$ cat src/rtl/adder_arb_pkg.sv
// Shared types and helpers for the round-robin adder arbiter.
package adder_arb_pkg;

    typedef enum logic [1:0] {
        IDLE = 2'd0,
        CALC = 2'd1,
        RESP = 2'd2
    } arb_state_e;

    localparam int unsigned DEF_NREQ  = 4;
    localparam int unsigned DEF_WIDTH = 12;

    function automatic int unsigned next_ptr(input int unsigned cur, input int unsigned n);
        return (cur + 32'd1 >= n) ? 32'd0 : cur + 32'd1;
    endfunction

endpackage

$ cat src/rtl/adder_rr_pick.sv
// Rotating-priority picker: first set request at or above rr_ptr, wrapping to 0.
module adder_rr_pick #(
    parameter int unsigned NREQ = 4,
    parameter int unsigned IDW  = 2
) (
    input  logic [NREQ-1:0] req,
    input  logic [IDW-1:0]  rr_ptr,
    output logic            grant_vld,
    output logic [IDW-1:0]  grant_id
);

    logic [IDW-1:0] idx;

    always_comb begin
        grant_vld = 1'b0;
        grant_id  = '0;
        idx       = '0;
        for (int unsigned i = 0; i < NREQ; i++) begin
            idx = IDW'((32'(rr_ptr) + i) % NREQ);
            if (!grant_vld && req[idx]) begin
                grant_vld = 1'b1;
                grant_id  = idx;
            end
        end
    end

endmodule

$ cat src/rtl/adder_rr_arbiter.sv
// Round-robin arbiter sharing one external combinational adder among NREQ requesters.
// Optional rsp_ovf overflow flag enabled by defining ADDER_ARB_OVF_EN.
module adder_rr_arbiter
    import adder_arb_pkg::*;
#(
    parameter int unsigned NREQ  = DEF_NREQ,
    parameter int unsigned WIDTH = DEF_WIDTH,
    parameter int unsigned IDW   = 2
) (
    input  logic                  clk,
    input  logic                  rst,
    input  logic [NREQ-1:0]       req_valid,
    output logic [NREQ-1:0]       req_ready,
    input  logic [NREQ*WIDTH-1:0] req_a,
    input  logic [NREQ*WIDTH-1:0] req_b,
    input  logic [NREQ-1:0]       req_cin,
    output logic [WIDTH-1:0]      adder_a,
    output logic [WIDTH-1:0]      adder_b,
    output logic                  adder_cin,
    input  logic [WIDTH-1:0]      adder_sum,
    input  logic                  adder_cout,
`ifdef ADDER_ARB_OVF_EN
    output logic                  rsp_ovf,
`endif
    output logic                  rsp_valid,
    input  logic                  rsp_ready,
    output logic [IDW-1:0]        rsp_id,
    output logic [WIDTH-1:0]      rsp_sum,
    output logic                  rsp_cout
);

    arb_state_e       state_q;
    logic [IDW-1:0]   rr_ptr_q;
    logic [WIDTH-1:0] op_a_q, op_b_q, sum_q;
    logic             op_cin_q, cout_q;
    logic [IDW-1:0]   id_q;
    logic             grant_vld;
    logic [IDW-1:0]   grant_id;

    adder_rr_pick #(
        .NREQ (NREQ),
        .IDW  (IDW)
    ) u_pick (
        .req       (req_valid),
        .rr_ptr    (rr_ptr_q),
        .grant_vld (grant_vld),
        .grant_id  (grant_id)
    );

    // Acceptance strobe is combinational so the grant and the handshake share one cycle.
    always_comb begin
        req_ready = '0;
        if (state_q == IDLE && grant_vld) begin
            req_ready[grant_id] = 1'b1;
        end
    end

    always_ff @(posedge clk or posedge rst) begin
        if (rst) begin
            state_q  <= IDLE;
            rr_ptr_q <= '0;
            op_a_q   <= '0;
            op_b_q   <= '0;
            op_cin_q <= 1'b0;
            id_q     <= '0;
            sum_q    <= '0;
            cout_q   <= 1'b0;
        end else begin
            case (state_q)
                IDLE: begin
                    if (grant_vld) begin
                        op_a_q   <= req_a[grant_id*WIDTH +: WIDTH];
                        op_b_q   <= req_b[grant_id*WIDTH +: WIDTH];
                        op_cin_q <= req_cin[grant_id];
                        id_q     <= grant_id;
                        rr_ptr_q <= IDW'(next_ptr(32'(grant_id), NREQ));
                        state_q  <= CALC;
                    end
                end
                CALC: begin
                    sum_q   <= adder_sum;
                    cout_q  <= adder_cout;
                    state_q <= RESP;
                end
                RESP: begin
                    if (rsp_ready) begin
                        state_q <= IDLE;
                    end
                end
                default: state_q <= IDLE;
            endcase
        end
    end

`ifdef ADDER_ARB_OVF_EN
    logic ovf_q;

    always_ff @(posedge clk or posedge rst) begin
        if (rst) begin
            ovf_q <= 1'b0;
        end else if (state_q == CALC) begin
            ovf_q <= (op_a_q[WIDTH-1] == op_b_q[WIDTH-1]) &&
                     (adder_sum[WIDTH-1] != op_a_q[WIDTH-1]);
        end
    end

    assign rsp_ovf = ovf_q;
`endif

    // Operands stay on the adder in every state, so its inputs move only on acceptance.
    assign adder_a   = op_a_q;
    assign adder_b   = op_b_q;
    assign adder_cin = op_cin_q;
    assign rsp_valid = (state_q == RESP);
    assign rsp_id    = id_q;
    assign rsp_sum   = sum_q;
    assign rsp_cout  = cout_q;

endmodule

$ cat config.mk
export PLATFORM = sky130hd
export DESIGN_NAME = adder_rr_arbiter
export DESIGN_NICKNAME = d
export VERILOG_FILES = /design/src/rtl/adder_arb_pkg.sv /design/src/rtl/adder_rr_pick.sv /design/src/rtl/adder_rr_arbiter.sv
export SDC_FILE = /design/constraint.sdc
export NUM_CORES = 1
export LEC_CHECK = 0
export ABC_AREA = 1
export BUFFER_PORTS_ARGS = -buffer_cell sky130_fd_sc_hd__buf_2
export CAP_MARGIN = 5
export CELL_PAD_IN_SITES_DETAIL_PLACEMENT = 0
export CELL_PAD_IN_SITES_GLOBAL_PLACEMENT = 1
export CORE_ASPECT_RATIO = 2
export CORE_UTILIZATION = 34
export CTS_BUF_LIST = sky130_fd_sc_hd__clkbuf_2
export DETAILED_ROUTE_END_ITERATION = 10
export PLACE_DENSITY_LB_ADDON = 0.12
export SYNTH_ARGS = -nofsm -noshare
export SYNTH_HDL_FRONTEND = slang
export SYNTH_SLANG_ARGS = --single-unit
$ cat constraint.sdc
create_clock -name clk -period 3.14 [get_ports clk]
set_input_delay 0.628 -clock clk [delete_from_list [all_inputs] [get_ports clk]]
set_output_delay 0.628 -clock clk [all_outputs]
set_load 0.005 [all_outputs]
==> impl_metrics.py <==
metrics = {
    "timing": {
        "maxSlewViolCount": 0,
        "max_slew_margin_pct": 36.3,
        "whs_ns": 0.354,
        "hold_viol": 0,
        "fmax_mhz": 337,
        "tightestPinTransition_ns": 0.954,
        "min_period_ns": 2.97,
        "fin_crit_sh_pct": 94.6,
        "fin_ws_ns": 0.171,
        "finClkSkew_ns": 0.0179,
        "finalSetupViolCount": 0,
    },
    "setup_path": {
        "start_kind": "flop",
        "rr_worst_depth": 13,
        "critPathCaptureType": "output pin",
        "cp_max_fo": 5,
        "required_ns": 2.51,
        "reg2reg_from": "rr_ptr_q[0]",
        "arrival_ns": 2.34,
        "criticalPathCategory": "reg -> out",
        "regToRegSetupSlack_ns": 0.49,
        "r2r_end": "adder_b[7]",
    },
    "grt": {
        "grt_use_met2_pct": 43.1,
        "grt_start_max_net_pins": 45,
        "first_global_vias": 3319,
        "overflow": 0,
        "grt_use_met1_pct": 23.0,
        "use_met3_pct": 2.80,
        "track_usage_pct": 21.7,
        "grt-busiest-layer": "met2",
        "antenna_found_initial": 2,
        "grt_pass1_wl_um": 16200,
    },
    "logic_synthesis": {
        "synth_area_leaders": "dfrtp_1 36%, nand3_1 17%, nand2_1 17%, inv_1 6.1%, nand3b_1 6.1%",
        "synth_cells": 442,
        "synth_top_area_cell": "dfrtp_1",
        "syn_nets": 563,
        "yosysSeqAreaShare_pct": 35.8,
        "synth-warning-count": 0,
        "ys_seq_elements": 44,
        "syn-cell-area_um2": 3080,
        "synth_cell_type_count": 25,
        "syn_avg_cell_area_um2": 6.96,
        "synth_top_area_share_pct": 35.8,
    },
    "clocking": {
        "clockBufferDepth": 2,
        "clk_pin_slew_ns": 0.26,
        "cts_buffers": 5,
        "htree_levels": 2,
        "ctsRootBufferMaster": "clkbuf_2",
        "cts_sinks": 44,
        "insertion_delay_ns": 0.44,
        "cts_tree": "yes",
        "hold_buffers": 0,
    },
    "route": {
        "post-route-drc-count": 0,
        "vias": 3479,
        "wl_per_cell_um": 14.7,
        "drtPass1Iterations": 4,
        "ant_nets": 0,
        "wirelength_um": 10600,
        "drt_iter0_drc": 76,
        "vias_per_cell": 4.86,
    },
    "min_path": {
        "hp-class": "in -> async",
    },
    "power_and_ir_drop": {
        "pwr_density_cell_nw_per_um2": 1170,
        "seqPwrFrac_pct": 21.0,
        "power_frac_comb_pct": 71.8,
        "netSwitchingFraction_pct": 51.8,
        "leakage_uw": 0.00242,
        "internal_power_uw": 2350,
        "vdd_drop_max_mv": 0.650,
        "clkPwrFrac_pct": 7.1,
        "p_switching_uw": 2530,
    },
    "placed_design": {
        "dpl.hpwl_um": 7480,
        "post-place-ws_ns": -0.0503,
        "place.gp.congestion": 0.794,
        "portBuffers": 164,
    },
    "run": {
        "drv_cap": 0,
    },
    "outcome": {
        "outcome": "completed",
    },
    "floorplan": {
        "die-area_um2": 9460,
        "die_h_um": 137,
        "fp.dieW_um": 69.3,
        "start_util_pct": 35.3,
        "boundaryPins": 165,
        "fp-row-count": 48,
        "core_area_um2": 8710,
    },
    "finish": {
        "finalNetCount": 734,
        "drive_above_1_share_pct": 38.4,
        "nFillCells": 950,
        "syn2layout_area_growth_pct": 35.5,
    },
}
## worst max-delay path, cell delays in order (launching register included)
cell and delay, ns:
dfrtp_2 0.47, buf_2 0.18, nand2_1 0.06, nand2_1 0.10, nand2_1 0.07, nand2_2 0.11, nand3_1 0.13, nor2_4 0.19
nor2_4 0.05, buf_4 0.15, nor2_4 0.08, inv_2 0.04, nor2_1 0.13, buf_2 0.14
## metrics by stage
stage          std cells  area, um^2  TNS [ns]  power [uW]  util, %
2_1_floorplan        442        3080         0        3350        -
3_3_place_gp         686        3910   -0.0256        4140     44.9
3_5_place_dp         686        3910   -0.0503        4180     44.9
4_1_cts              697        4010         0        4610     46.0
5_1_grt              716        4170   -0.0384        5370     47.9
6_report             716        4170         0        4880     47.9
## cell usage after synthesis (all sizes together)
| library cell | instances |
|---|---|
| clkbuf | 1 |
| o21ai | 3 |
| buf | 25 |
| nand2 | 148 |
| nor2 | 18 |
| nor3 | 1 |
| a21oi | 2 |
| nand4 | 1 |
| inv | 53 |
| nand3 | 107 |
| mux2 | 13 |
| dfrtp | 44 |
| ha | 1 |
| nand3b | 25 |
## layout by cell type, fill, tap and decap left out, drive strengths merged
cell type and n:
buf 188, nand2 149, nand3 107, inv 53, dfrtp 44, nand3b 25, nor2 19, mux2 13
clkbuf 5, o21ai 3, diode 2, a21oi 2, clkinv 1, nand4 1, nor3 1, ha 1
clkinvlp 1, bufinv 1
## timing repair
| action | CTS | global route |
|---|---|---|
| endpoints found under the setup margin | 4 | 3 |
| cloned | 1 | 2 |
| resized for setup | 1 | 11 |
| pin swaps | 1 | 4 |
| buffers inserted | 2 | 15 |
## metal layers
layer  wire [um]  up-vias  share of wire, %
met5           0        -                 0
met4         197        0               1.9
met3         342       12               3.2
met2        6020      105                57
met1        4000     1609                38
li1            -     1753                 -
## how the worst max path moves through the flow
| stage | startpoint | end | slack, ns | cells past startpoint |
|---|---|---|---|---|
| after floorplan | req_valid[1] | req_ready[2] | 0.73 | 12 |
| after global placement | req_valid[0] | req_ready[2] | -0.03 | 14 |
| after detailed placement | req_valid[0] | req_ready[2] | -0.05 | 14 |
| after CTS | rr_ptr_q[1] | req_ready[3] | 0.009 | 13 |
| final | rr_ptr_q[0] | req_ready[3] | 0.17 | 13 |
| after global routing | rr_ptr_q[0] | req_ready[1] | -0.03 | 12 |
## sequential cells by signal (all words and copies together) (netlist names)
| name | cells |
|---|---|
| adder_a | 12 |
| adder_b | 12 |
| rsp_sum | 12 |
| rr_ptr_q | 2 |
| rsp_id | 2 |
| state_q | 2 |
| adder_cin | 1 |
| rsp_cout | 1 |
## cell families (layout without fill, tap and decap cells)
| logic type | count (synthesis) | in the layout | share of synthesized area [%] |
|---|---|---|---|
| mux | 13 | 13 | 4.76 |
| fa+ha+maj | 1 | 1 | 0.406 |
| other cells | 0 | 2 | 0 |
| buf+inv | 79 | 249 | 11.7 |
| flops | 44 | 44 | 35.8 |
| simple gates | 300 | 302 | 46.4 |
| compound gates | 5 | 5 | 0.935 |
## power groups by stage
| stage | combinational, uW | clock, uW | sequential (uW) |
|---|---|---|---|
| floorplan | 2310 | 0 | 1050 |
| global placement | 3120 | 0 | 1020 |
| global route | 3930 | 383 | 1060 |
| CTS | 3240 | 359 | 1020 |
| finish | 3510 | 348 | 1030 |
| detailed placement | 3150 | 0 | 1030 |
## final cells by class
type | count | area, um^2 | area share [%]
multi-input combinational | 321 | 1660 | 39.7
sequential | 44 | 1100 | 26.5
timing repair buffer | 188 | 1000 | 24.0
inverter | 53 | 206 | 4.95
tap | 100 | 125 | 3.00
clock inverter | 3 | 46.3 | 1.11
clock buffer | 5 | 25.0 | 0.600
antenna | 2 | 5.00 | 0.120
(Power assumes the default switching activity.)
